$ cat config.mk
export PLATFORM = sky130hd
export DESIGN_NAME = slug_uart_bridge_flat
export DESIGN_NICKNAME = d
export VERILOG_FILES = /design/src/rtl/slug_uart_pkg.sv /design/src/rtl/slug_uart_bridge_if.sv /design/src/rtl/slug_uart_bridge_byte_fifo.sv /design/src/rtl/slug_uart_bridge.sv /design/src/flat_wrapper.sv
export SDC_FILE = /design/constraint.sdc
export NUM_CORES = 1
export LEC_CHECK = 0
export BUFFER_PORTS_ARGS = -buffer_cell sky130_fd_sc_hd__buf_4
export CAP_MARGIN = 20
export CORE_ASPECT_RATIO = 1.5
export CORE_UTILIZATION = 51
export CTS_BUF_LIST = sky130_fd_sc_hd__clkbuf_4
export DETAILED_ROUTE_END_ITERATION = 12
export GPL_TIMING_DRIVEN = 0
export PLACE_DENSITY_LB_ADDON = 0.2
export RECOVER_POWER = 100
export SKIP_CTS_REPAIR_TIMING = 1
export SYNTH_ARGS = -nofsm -noshare
export SYNTH_HDL_FRONTEND = slang
export SYNTH_HIERARCHICAL = 1
export SYNTH_SLANG_ARGS = --single-unit
$ cat constraint.sdc
create_clock -name sysclk -period 3.2 [get_ports sysclk]
set_input_delay 0.32 -clock sysclk [delete_from_list [all_inputs] [get_ports sysclk]]
set_output_delay 0.32 -clock sysclk [all_outputs]
set_load 0.03 [all_outputs]
$ cat src/rtl/slug_uart_pkg.sv
// Shared definitions for the slug CPU <-> uart bridge: port bit map, FSM state types
// and the cpu_in packing helper.
package slug_uart_pkg;

  localparam int CTRL_W       = 11;
  localparam int TX_TOG_BIT   = 8;
  localparam int POP_TOG_BIT  = 9;
  localparam int CLR_TOG_BIT  = 10;

  localparam int RX_VALID_BIT = 8;
  localparam int TX_FULL_BIT  = 9;
  localparam int RX_OVF_BIT   = 10;
  localparam int TX_OVF_BIT   = 11;
  localparam int TX_ACK_BIT   = 12;
  localparam int POP_ACK_BIT  = 13;

  localparam int TX_BUSY_TIMEOUT = 4;

  typedef enum logic [1:0] {T_IDLE, T_LOAD, T_BUSY, T_DONE} tx_state_t;
  typedef enum logic [1:0] {R_IDLE, R_ACK, R_WAIT} rx_state_t;

  function automatic logic [31:0] pack_cpu_in(input logic [7:0] rx_byte,
                                               input logic       rx_valid,
                                               input logic       tx_full,
                                               input logic       rx_ovf,
                                               input logic       tx_ovf,
                                               input logic       tx_ack,
                                               input logic       pop_ack);
    logic [31:0] w;
    w               = '0;
    w[7:0]          = rx_byte;
    w[RX_VALID_BIT] = rx_valid;
    w[TX_FULL_BIT]  = tx_full;
    w[RX_OVF_BIT]   = rx_ovf;
    w[TX_OVF_BIT]   = tx_ovf;
    w[TX_ACK_BIT]   = tx_ack;
    w[POP_ACK_BIT]  = pop_ack;
    return w;
  endfunction

endpackage

$ cat src/rtl/slug_uart_bridge_if.sv
// Byte-uart side of the bridge: write strobe/data with busy, receive data/ready with clear.
interface slug_uart_bridge_if;
  logic [7:0] din;
  logic       wr_en;
  logic       tx_busy;
  logic [7:0] dout;
  logic       rdy;
  logic       rdy_clr;

  modport master (output din, wr_en, rdy_clr, input tx_busy, dout, rdy);
  modport slave  (input din, wr_en, rdy_clr, output tx_busy, dout, rdy);
endinterface

$ cat src/rtl/slug_uart_bridge_byte_fifo.sv
// Synchronous show-ahead byte FIFO; a push while full is accepted when a pop happens the same cycle.
module byte_fifo #(
  parameter int AW = 4
) (
  input  logic          sysclk,
  input  logic          rst,
  input  logic          push,
  input  logic [7:0]    din,
  input  logic          pop,
  output logic [7:0]    dout,
  output logic          full,
  output logic          empty,
  output logic [AW:0]   count
);
  localparam int          DEPTH   = 1 << AW;
  localparam logic [AW:0] DEPTH_C = (AW+1)'(DEPTH);

  logic [7:0]    mem [DEPTH];
  logic [AW-1:0] wr_ptr;
  logic [AW-1:0] rd_ptr;
  logic          do_push;
  logic          do_pop;

  assign empty   = (count == '0);
  assign full    = (count == DEPTH_C);
  assign do_pop  = pop && !empty;
  assign do_push = push && (!full || do_pop);
  assign dout    = mem[rd_ptr];

  always_ff @(posedge sysclk) begin
    if (do_push) mem[wr_ptr] <= din;
  end

  always_ff @(posedge sysclk) begin
    if (!rst) begin
      wr_ptr <= '0;
      rd_ptr <= '0;
      count  <= '0;
    end else begin
      if (do_push) wr_ptr <= wr_ptr + 1'b1;
      if (do_pop)  rd_ptr <= rd_ptr + 1'b1;
      count <= count + (AW+1)'(do_push) - (AW+1)'(do_pop);
    end
  end
endmodule

$ cat src/rtl/slug_uart_bridge.sv
// Buffered bridge between slug port_out/port_in toggle handshakes and the byte uart:
// TX queue paced against tx_busy, RX queue filled from uart rdy with self-generated rdy_clr.
module slug_uart_bridge
  import slug_uart_pkg::*;
#(
  parameter int TX_AW       = 4,
  parameter int RX_AW       = 4,
  parameter int SYNC_STAGES = 2
) (
  input  logic                sysclk,
  input  logic                rst,
  input  logic [31:0]         cpu_out,
  output logic [31:0]         cpu_in,
  slug_uart_bridge_if.master  uart
);

  logic [CTRL_W-1:0] sync_p [SYNC_STAGES];
  logic [CTRL_W-1:0] synced;
  logic [2:0]        tog_prev;
  logic              tx_evt, pop_evt, clr_evt;

  logic [7:0]        tx_head, rx_head;
  logic              tx_full, tx_empty, rx_full, rx_empty;
  logic [TX_AW:0]    tx_count;
  logic [RX_AW:0]    rx_count;
  logic              tx_pop, rx_push;
  logic              tx_ovf, rx_ovf, tx_ack, pop_ack;

  tx_state_t         tx_state, tx_next;
  rx_state_t         rx_state, rx_next;
  logic [2:0]        busy_wait;

  logic              unused_bits;
  assign unused_bits = ^{cpu_out[31:CTRL_W], tx_count, rx_count};

  // ---- stage p0..pN: cpu_out byte and toggles resynchronised together ----
  always_ff @(posedge sysclk) begin
    if (!rst) begin
      for (int i = 0; i < SYNC_STAGES; i++) sync_p[i] <= '0;
    end else begin
      sync_p[0] <= cpu_out[CTRL_W-1:0];
      for (int i = 1; i < SYNC_STAGES; i++) sync_p[i] <= sync_p[i-1];
    end
  end
  assign synced = sync_p[SYNC_STAGES-1];

  always_ff @(posedge sysclk) begin
    if (!rst) tog_prev <= '0;
    else      tog_prev <= synced[CLR_TOG_BIT:TX_TOG_BIT];
  end
  assign tx_evt  = synced[TX_TOG_BIT]  ^ tog_prev[0];
  assign pop_evt = synced[POP_TOG_BIT] ^ tog_prev[1];
  assign clr_evt = synced[CLR_TOG_BIT] ^ tog_prev[2];

  // ---- queues ----
  byte_fifo #(.AW(TX_AW)) u_tx_fifo (
    .sysclk (sysclk), .rst (rst),
    .push   (tx_evt), .din (synced[7:0]), .pop (tx_pop),
    .dout   (tx_head), .full (tx_full), .empty (tx_empty), .count (tx_count)
  );

  byte_fifo #(.AW(RX_AW)) u_rx_fifo (
    .sysclk (sysclk), .rst (rst),
    .push   (rx_push), .din (uart.dout), .pop (pop_evt),
    .dout   (rx_head), .full (rx_full), .empty (rx_empty), .count (rx_count)
  );

  // A full queue only drops when no pop frees a slot in the same cycle.
  always_ff @(posedge sysclk) begin
    if (!rst) begin
      tx_ovf  <= 1'b0;
      rx_ovf  <= 1'b0;
      tx_ack  <= 1'b0;
      pop_ack <= 1'b0;
    end else begin
      if (tx_evt && tx_full && !tx_pop) tx_ovf <= 1'b1;
      else if (clr_evt)                 tx_ovf <= 1'b0;
      if (rx_push && rx_full && !pop_evt) rx_ovf <= 1'b1;
      else if (clr_evt)                   rx_ovf <= 1'b0;
      if (tx_evt)  tx_ack  <= synced[TX_TOG_BIT];
      if (pop_evt) pop_ack <= synced[POP_TOG_BIT];
    end
  end

  always_ff @(posedge sysclk) begin
    if (!rst) cpu_in <= '0;
    else cpu_in <= pack_cpu_in(rx_empty ? 8'h00 : rx_head, !rx_empty, tx_full,
                               rx_ovf, tx_ovf, tx_ack, pop_ack);
  end

  // ---- TX FSM ----
  always_ff @(posedge sysclk) begin
    if (!rst) tx_state <= T_IDLE;
    else      tx_state <= tx_next;
  end

  always_comb begin
    tx_next = tx_state;
    case (tx_state)
      T_IDLE:  if (!tx_empty && !uart.tx_busy) tx_next = T_LOAD;
      T_LOAD:  tx_next = T_BUSY;
      T_BUSY:  if (uart.tx_busy) tx_next = T_DONE;
               else if (busy_wait == 3'(TX_BUSY_TIMEOUT - 1)) tx_next = T_IDLE;
      T_DONE:  if (!uart.tx_busy) tx_next = T_IDLE;
      default: tx_next = T_IDLE;
    endcase
  end

  always_comb begin
    tx_pop = (tx_state == T_LOAD);
  end

  // A uart that never raises busy is treated as done after the timeout.
  always_ff @(posedge sysclk) begin
    if (!rst) begin
      busy_wait  <= '0;
      uart.wr_en <= 1'b0;
      uart.din   <= 8'h00;
    end else begin
      busy_wait  <= (tx_state == T_BUSY) ? busy_wait + 3'd1 : 3'd0;
      uart.wr_en <= tx_pop;
      if (tx_pop) uart.din <= tx_head;
    end
  end

  // ---- RX FSM ----
  always_ff @(posedge sysclk) begin
    if (!rst) rx_state <= R_IDLE;
    else      rx_state <= rx_next;
  end

  always_comb begin
    rx_next = rx_state;
    case (rx_state)
      R_IDLE:  if (uart.rdy) rx_next = R_ACK;
      R_ACK:   rx_next = R_WAIT;
      R_WAIT:  if (!uart.rdy) rx_next = R_IDLE;
      default: rx_next = R_IDLE;
    endcase
  end

  // Byte is captured on the edge entering R_ACK so rx_valid shows two cycles after rdy.
  always_comb begin
    rx_push      = (rx_state == R_IDLE) && uart.rdy;
    uart.rdy_clr = (rx_state == R_ACK);
  end

endmodule

$ cat src/flat_wrapper.sv
// flat-port wrapper written by rule: the top's interface ports become plain ports
module slug_uart_bridge_flat import slug_uart_pkg::*;
#(
  parameter int TX_AW       = 4,
  parameter int RX_AW       = 4,
  parameter int SYNC_STAGES = 2
)
  (sysclk, rst, cpu_out, cpu_in, uart_din, uart_wr_en, uart_rdy_clr, uart_tx_busy, uart_dout, uart_rdy);
  slug_uart_bridge_if uart_i ();
  input  logic sysclk;
  input  logic rst;
  input  logic [31:0] cpu_out;
  output logic [31:0] cpu_in;
  output wire logic [$bits(uart_i.din)-1:0] uart_din;
  output wire logic [$bits(uart_i.wr_en)-1:0] uart_wr_en;
  output wire logic [$bits(uart_i.rdy_clr)-1:0] uart_rdy_clr;
  input wire logic [$bits(uart_i.tx_busy)-1:0] uart_tx_busy;
  input wire logic [$bits(uart_i.dout)-1:0] uart_dout;
  input wire logic [$bits(uart_i.rdy)-1:0] uart_rdy;
  assign uart_din = uart_i.din;
  assign uart_wr_en = uart_i.wr_en;
  assign uart_rdy_clr = uart_i.rdy_clr;
  assign uart_i.tx_busy = uart_tx_busy;
  assign uart_i.dout = uart_dout;
  assign uart_i.rdy = uart_rdy;
  slug_uart_bridge #(.TX_AW(TX_AW), .RX_AW(RX_AW), .SYNC_STAGES(SYNC_STAGES)) u_core (.sysclk(sysclk), .rst(rst), .cpu_out(cpu_out), .cpu_in(cpu_in), .uart(uart_i));
endmodule
==> results by group, run 1 <==
Logic synthesis
  • Seq/Total Area, Yosys: 69.7%
  • Post-synth top flop: edfxtp_1
  • Number of synthesized flops with an enable pin: 256
  • Synthesized area: 13700 um2
  • Mean Syn Cell Area: 17.0 um2
  • Post-synthesis async set-or-reset flop share: 0%
  • Count of cell types in the netlist: 44
  • Synth warnings: 6
  • Cells after synthesis: 806
  • Yosys reg bits: 349

Global routing
  • Total global routing overflow: 0
  • Vias in the first global route: 7357
  • Grt peak-use layer: met2
  • GR Layer Usage met1: 21.5%
  • Total track usage: 20.8%
  • Largest net degree at the start of global routing: 17
  • Initial antenna violation count: 1
  • GRT met3 Usage: 4.54%
  • First-pass GRT wire length: 40.8 mm
  • Global-route met2 utilization: 38.7%

Power
  • Worst VDD drop: 0.413 mV
  • Leakage Power: 5.54 nW
  • Pwr Density: 657 nW/um2

Min path
  • Hold Path Class: input pin to flip-flop

Worst setup path
  • WP buf/inv: 3
  • Worst Setup EP: u_core/u_rx_fifo/count[4]$_SDFF_PN0_
  • Register-to-register setup slack: 150 ps
  • Critical path type: flip-flop to flip-flop
  • Slowest stage delay, CP: 490 ps
  • Worst r2r src: u_core/u_rx_fifo/count[3]$_SDFF_PN0_
  • Critical path arrival: 3610 ps
  • Worst path cell trace: inv_1, ha_1, or4b_4, nand2_1, inv_1, ha_1, inv_1, ha_1, fa_1, a21oi_1, nor2_1, or3_1, and3_1
  • Critical Path Sink Type: flip-flop
  • Crit. path cell count: 13
  • CP startpoint: u_core/u_rx_fifo/count[3]$_SDFF_PN0_
  • Max FO, Critical Path: 5
  • Worst Reg-to-Reg Cells: 13
  • Req. time, crit path: 3760 ps
  • Reg-to-Reg End: u_core/u_rx_fifo/count[4]$_SDFF_PN0_
  • Slowest CP cell: or4b_4
  • CP top delay family: simple AND/OR/NAND/NOR gates
  • Startpoint Class: flip-flop

Clock tree
  • CTS buffer count: 80
  • CTS Buffer Depth: 3
  • Reg clk slew, reported paths: 70 ps
  • TritonCTS clock tree: built
  • Sink Count: 349
  • Htree depth: 3
  • Root buffer cell: clkbuf_4
  • Clock latency at the later pin of the worst-skew pair: 680 ps

Timing
  • Max frequency: 327 MHz
  • Total negative slack: 0 ps
  • Tmin final: 3050 ps
  • Final slew viol count: 0
  • Period utilisation layout: 95.5%
  • Slew headroom: 34.6%
  • # setup viols final: 0
  • Least-Margin Pin Slew: 977 ps
  • Final setup margin: 145 ps
  • Final hold violation count: 0
  • Final Skew: 30.0 ps

Route
  • Vias per cell: 5.32
  • DR iter-0 viols: 311
  • Final wirelength: 27.5 mm
  • DRT Pass-1 Iters: 5
  • Routed wire per std cell: 19.9 um
  • Antenna-violating nets left: 0
  • Via count: 7352
  • DR DRC count: 0

Cells and area
  • Core Util, Final: 59.4%
  • Area delta synth->final: 14.6%
  • Layout cells sized above 1: 21.9%
  • Fill cells: 2127
  • Final net count: 1050

Floorplan
  • Die width: 136 um
  • Core Box Area: 26400 um2
  • FP Rows: 73
  • Die Height: 203 um
  • Die area: 27500 um2
  • Initial Util: 51.9%
  • Top-Level Pins: 86

Place
  • HPWL after DPL: 18.6 mm
  • GPL Wtd Cong: 0.804
  • Dpl ws: -68.3 ps
  • IO Port Bufs: 46

Job
  • Max Cap Viol: 0

Outcome
  • Outcome: finished, final reports clean
-- metrics by stage --
step	power, mW	cell area (um2)	hold slack (ps)	instances
3_5_place_dp	7.00	14600	421	1212
2_1_floorplan	6.50	13800	399	823
4_1_cts	10.5	15600	-223	1357
5_1_grt	10.8	15700	341	1381
3_3_place_gp	6.95	14500	407	1206
6_report	10.3	15700	401	1381
-- kinds of logic (layout without fill, tap and decap cells) --
logic type                 after synthesis  after routing  share of synthesized area (%)
DFF                                    349            349                           69.7
and+or+nand+nor                        199            199                           8.01
buffers and inverters                   80            300                           3.50
AOI/OAI and AO/OA                       66             66                           3.56
muxes                                   64             64                           11.3
adders and majority gates               28             28                           2.65
xor gates and xnor gates                19             19                           1.22
other                                    1             19                         0.0274
-- metal layers --
metal	vias up	routed length [um]
li1	3434	-
met1	3635	9760
met2	215	15600
met3	68	1200
met4	0	1030
met5	-	0
-- sequential cells by signal (all words and copies together), names as in the netlist, 5 cells and up, named ones only --
signal                  cells
u_core/cpu_in              14
u_core/sync_p              22
u_core/u_rx_fifo/count      5
u_core/u_rx_fifo/mem      128
u_core/u_tx_fifo/count      5
u_core/u_tx_fifo/mem      128
u_core/uart.din             8
-- final cells by class --
class	instances	area, um2	area share [%]
clock buffers	122	916	5.84
multi-input cells	394	3740	23.8
well taps	337	422	2.69
flip-flops and latches	349	9550	60.9
plain buffers	53	374	2.38
clock inverters	23	116	0.742
repair buffers	75	468	2.98
inverters	27	101	0.646
diodes	1	2.50	0.0159
-- cell usage after synthesis, types with 6 or more instances --
master	instances	area share [%]
a21boi_2	8	0.66
a22oi_1	32	1.8
and2_1	72	3.3
and3_1	12	0.55
buf_2	8	0.29
buf_4	21	1.2
buf_6	7	0.58
clkbuf_1	9	0.25
clkdlybuf4s25_2	6	0.44
dfxtp_1	93	14
edfxtp_1	256	56
ha_1	24	2.2
inv_1	26	0.71
mux4_1	28	5.4
mux4_2	36	5.9
nand2_1	45	1.2
nand3_1	19	0.69
nor2_1	20	0.55
nor3_1	8	0.29
o21ai_0	8	0.29
xnor2_1	12	0.77
xor2_1	7	0.45
-- cells in the final DEF, fill, tap and decap left out, drive strengths merged, types with 3 or more instances in the layout --
master and instances:
ha 24, xnor2 12, o21ai 10, a21boi 13, and2 72, or3 4, conb 18, xor2 7
edfxtp 256, clkinv 21, clkbuf 177, mux4 64, nand3b 3, dfxtp 93, nor3 8, a22oi 32
nand4bb 3, and3 12, buf 45, clkdlybuf4s25 6, dlygate4sd3 22, nor2 20, nand2 45, nor2b 5
inv 28, a21oi 5, nand3 19
-- power by group --
| part | internal (mW) | total [mW] | switching (mW) | leakage [nW] |
|---|---|---|---|---|
| sequential | 5.05 | 5.18 | 0.129 | 3.09 |
| combinational | 0.746 | 1.68 | 0.935 | 1.82 |
| clock | 1.82 | 3.44 | 1.62 | 0.620 |
| total | 7.62 | 10.3 | 2.68 | 5.54 |
-- worst reg2reg max path, delay by kind of cell (launching register included) --
family                   cells  cell delay (ps)
AND/OR/NAND/NOR              5             1230
buffers and inverters        3              180
flip-flops                   1              320
adder cells (fa/ha/maj)      4             1040
AO/OA/AOI/OAI                1              170
-- worst min-delay path by stage --
stage	start	endpoint	slack, ps	cells past startpoint
after floorplan	u_core/busy_wait[0]$_SDFF_PN0_	u_core/busy_wait[0]$_SDFF_PN0_	400	1
after global placement	u_core/busy_wait[0]$_SDFF_PN0_	u_core/busy_wait[0]$_SDFF_PN0_	410	1
after detailed placement	u_core/sync_p[0][8]$_SDFF_PN0_	u_core/sync_p[0][19]$_SDFF_PN0_	420	1
after CTS	cpu_out[0]	u_core/sync_p[0][0]$_SDFF_PN0_	-220	2
after global routing	cpu_out[4]	u_core/sync_p[0][4]$_SDFF_PN0_	340	3
final	cpu_out[4]	u_core/sync_p[0][4]$_SDFF_PN0_	400	3
Power figures use the tool's default switching activity.
==> run 2: changes to the inputs <==
--- a/config.mk
+++ b/config.mk
@@ -5,11 +5,13 @@
 export SDC_FILE = /design/constraint.sdc
 export NUM_CORES = 1
 export LEC_CHECK = 0
+export ABC_AREA = 1
 export BUFFER_PORTS_ARGS = -buffer_cell sky130_fd_sc_hd__buf_4
 export CAP_MARGIN = 20
 export CORE_ASPECT_RATIO = 1.5
-export CORE_UTILIZATION = 51
+export CORE_UTILIZATION = 56
 export CTS_BUF_LIST = sky130_fd_sc_hd__clkbuf_4
+export CTS_CLUSTER_DIAMETER = 200
 export DETAILED_ROUTE_END_ITERATION = 12
 export GPL_TIMING_DRIVEN = 0
 export PLACE_DENSITY_LB_ADDON = 0.2
==> run 2 against run 1 <==
  * Sequential cell count did not move
  * Non-clock buffer count up 14
  * Highest routed layer unchanged
  * Worst hold slack worse by 340 ps
  * Global-route usage is 5.3 points higher
  * Core utilization grew 5.2 points
  * Worst setup slack improved by 370 ps
  * Critical endpoint is now u_core/u_tx_fifo/count[4]$_SDFF_PN0_
  * Cell count increased by 52%
  * Clock skew is 0.74 ps higher
  * Sequential power up 2%
==> results by group, run 2 <==
Worst setup path
  • Startpoint Class: flip-flop
  • Slowest stage delay, CP: 420 ps (-70 ps)
  • Worst r2r src: u_core/tx_state[0]$_SDFFE_PN0P_
  • Slowest CP cell: fa_1
  • Most used cell, CP: nand2_1
  • Critical path type: flip-flop to flip-flop
  • Req. time, crit path: 3760 ps (about the same)
  • CP startpoint: u_core/tx_state[0]$_SDFFE_PN0P_
  • Max FO, Critical Path: 10 (+5)
  • Critical path arrival: 3250 ps (-360 ps)
  • Worst path cell trace: nand2_2, inv_2, inv_1, nand4_1, nand2_1, ha_1, inv_1, ha_1, fa_1, nand2_1, nand2_1, a21oi_1, nand2_1, nand2_1, nor2_1
  • Critical Path Sink Type: flip-flop

Logic synthesis
  • Synth top area share: 51.4% (-4.8 points)
  • Number of synthesized flops with an enable pin: 256 (unchanged)
  • Synth cell count leaders: nand2_1 (427), inv_1 (282), edfxtp_1 (256)
  • Synth warnings: 6 (unchanged)
  • Post-synth top flop: edfxtp_1
  • Yosys reg bits: 349 (unchanged)
  • Seq/Total Area, Yosys: 63.8% (-5.9 points)
  • Top post-synthesis cells by area: edfxtp_1 (51%), dfxtp_1 (12%), nand2_1 (11%)
  • Post-synthesis async set-or-reset flop share: 0% (unchanged)
  • Mean Syn Cell Area: 9.68 um2 (-43%)
  • Count of cell types in the netlist: 27 (-39%)
  • Most frequent cell after synthesis: nand2_1
  • Synthesized area: 15000 um2 (+9.3%)
  • Cell taking the most area after synthesis: edfxtp_1
  • Cells after synthesis: 1546 (+92%)

Route
  • Vias per cell: 5.03 (-5.5%)
  • Routed wire per std cell: 16.5 um (-17%)
  • DR iter-0 viols: 570 (+83%)
  • Antenna-violating nets left: 0 (unchanged)
  • DRT Pass-1 Iters: 8 (+3)
  • Final wirelength: 34.8 mm (+26%)
  • DR DRC count: 0 (unchanged)
  • Via count: 10600 (+44%)

Clock tree
  • TritonCTS clock tree: built
  • CTS Buffer Depth: 3 (unchanged)
  • Clock latency at the later pin of the worst-skew pair: 690 ps (about the same)
  • Reg clk slew, reported paths: 60 ps (about the same)
  • Htree depth: 3 (unchanged)
  • Root buffer cell: clkbuf_4
  • Sink Count: 349 (unchanged)
  • CTS buffer count: 81 (+1.3%)

Timing
  • Least-Margin Pin Slew: 990 ps (+13.5 ps)
  • Final hold violation count: 0 (unchanged)
  • RSZ-0062 raised after global routing: no
  • Slew headroom: 33.7% (-0.91 points)
  • Max frequency: 372 MHz (+14%)
  • # setup viols final: 0 (unchanged)
  • Final Skew: 30.7 ps (+0.736 ps)
  • Total negative slack: 0 ps (unchanged)
  • Tmin final: 2690 ps (-367 ps)
  • Period utilisation layout: 84.0% (-11 points)
  • Final slew viol count: 0 (unchanged)

Power
  • Worst VDD drop: 0.397 mV (-3.9%)
  • Sw Share: 32.5% (+6.4 points)
  • Leakage Power: 7.72 nW (+39%)
  • Comb power frac: 24.7% (+8.4 points)
  • Psw: 3.76 mW (+40%)
  • Clk pwr share: 29.7% (-3.7 points)
  • Sequential Power Share: 45.5% (-4.8 points)
  • Pwr Density: 687 nW/um2 (+4.6%)
  • P_int: 7.81 mW (+2.4%)

Floorplan
  • Top-Level Pins: 86 (unchanged)
  • FP Rows: 72 (-1.4%)
  • Die width: 135 um (-0.23%)
  • Initial Util: 57.5% (+5.6 points)
  • Die Height: 202 um (-0.23%)
  • Core Box Area: 26000 um2 (-1.4%)
  • Die area: 27400 um2 (-0.46%)

Cells and area
  • Seq. cell area: 9550 um2 (unchanged)
  • Final Instance Area: 16800 um2 (+7.3%)
  • Fill cells: 2176 (+2.3%)
  • Area delta synth->final: 12.5%
  • Commonest non-fill, non-tap cell in the layout: nand2_1
  • Layout cells sized above 1: 12.3% (-9.6 points)
  • Final net count: 1783 (+70%)
  • Multi-input gate area: 3810 um2 (+1.8%)
  • Top Registers: u_core/u_rx_fifo/mem x128, u_core/u_tx_fifo/mem x128, u_core/sync_p x22
  • Most frequent cells in the layout: nand2_1 (437), inv_1 (288), edfxtp_1 (256), nand3_1 (213), clkbuf_4 (122)

Place
  • GPL Wtd Cong: 0.950 (+18%)
  • Dpl cell area: 15800 um2 (+8.4%)
  • IO Port Bufs: 46 (unchanged)
  • HPWL after DPL: 23.9 mm (+29%)

Min path
  • Hold Path Class: input pin to flip-flop
  • HP Start: uart_tx_busy

Global routing
  • First-pass GRT wire length: 53.2 mm (+30%)
  • Global-route met2 utilization: 49.2% (+10 points)
  • GR Layer Usage met1: 26.0% (+4.5 points)
  • Largest net degree at the start of global routing: 17 (unchanged)
  • Vias in the first global route: 10300 (+40%)
  • Total track usage: 26.1% (+5.3 points)
  • Total global routing overflow: 0 (unchanged)
  • Grt peak-use layer: met2
  • GRT met3 Usage: 4.46% (-0.080 points)
  • Initial antenna violation count: 1 (unchanged)

Job
  • Max Cap Viol: 0 (unchanged)

Outcome
  • Outcome: finished, final reports clean
run 2: cell types whose count changed in the layout (fill, tap and decap cells not counted), sizes merged, moves of 9 or more:
cell    change
o21ai      +10
xnor2      -10
a22oi      -32
buf        +30
a21boi     -13
and3       -12
a21oi       +9
and2       -72
nor2       +76
mux4       -64
clkbuf      -9
nand2     +394
nand3     +194
inv       +266
run 2: worst max-delay path, delay by kind of cell (launching register included):
family / cells / cell delay [ps]
AO/OA/AOI/OAI: 1 / 180
buffers and inverters: 3 / 260
adder cells (fa/ha/maj): 3 / 940
AND/OR/NAND/NOR: 8 / 810
flip-flops: 1 / 390
run 2: final timing paths:
kind,end,slack (ps),depth (start not counted)
setup / recovery,u_core/u_tx_fifo/count[4]$_SDFF_PN0_,510,15
hold / removal,u_core/tx_state[0]$_SDFFE_PN0P_,60,5
setup reg to reg,u_core/u_tx_fifo/count[4]$_SDFF_PN0_,510,15
hold reg to reg,u_core/sync_p[0][13]$_SDFF_PN0_,410,2
run 2: power groups by stage:
stage          Sequential [mW]  Clock, mW  Combinational (mW)
2_1_floorplan             5.49          0                1.85
3_3_place_gp              5.37          0                2.88
3_5_place_dp              5.37          0                2.93
4_1_cts                   5.28       3.55                2.94
5_1_grt                   5.29       3.77                3.16
6_report                  5.27       3.44                2.86
run 2: cells by family (layout without fill, tap and decap cells):
| family | count (synthesis) | in the layout | share of synthesized area (%) |
|---|---|---|---|
| adders and majority gates | 26 | 26 | 2.27 |
| xor gates and xnor gates | 9 | 9 | 0.527 |
| DFF | 349 | 349 | 63.8 |
| AOI/OAI and AO/OA | 35 | 35 | 1.18 |
| buffers and inverters | 369 | 577 | 10.9 |
| other | 1 | 19 | 0.0251 |
| and+or+nand+nor | 757 | 757 | 21.3 |
run 2: layer usage:
layer | vias to the layer above | part of all wire, %
met2 | 327 | 55
met5 | - | 0
li1 | 5222 | -
met3 | 101 | 4.5
met1 | 4938 | 35
met4 | 0 | 5.7
run 2: cell type report:
| cell class | instances | share of cell area [%] |
|---|---|---|
| well taps | 333 | 2.47 |
| repair buffers | 67 | 2.56 |
| plain buffers | 75 | 3.01 |
| clock buffers | 122 | 5.44 |
| multi-input cells | 845 | 22.6 |
| diodes | 1 | 0.0149 |
| flip-flops and latches | 349 | 56.7 |
| clock inverters | 19 | 0.609 |
| inverters | 294 | 6.55 |
run 2: stage by stage:
| stage | instances | setup WS (ps) | total power [mW] | hold slack [ps] | util (%) |
|---|---|---|---|---|---|
| 4_1_cts | 2083 | 617 | 11.8 | -258 | 64.6 |
| 3_5_place_dp | 1942 | 643 | 8.30 | 396 | 60.6 |
| 2_1_floorplan | 1563 | 878 | 7.35 | 390 | - |
| 5_1_grt | 2105 | 189 | 12.2 | 70.9 | 64.7 |
| 3_3_place_gp | 1942 | 668 | 8.24 | 392 | 60.6 |
| 6_report | 2105 | 513 | 11.6 | 60.8 | 64.7 |
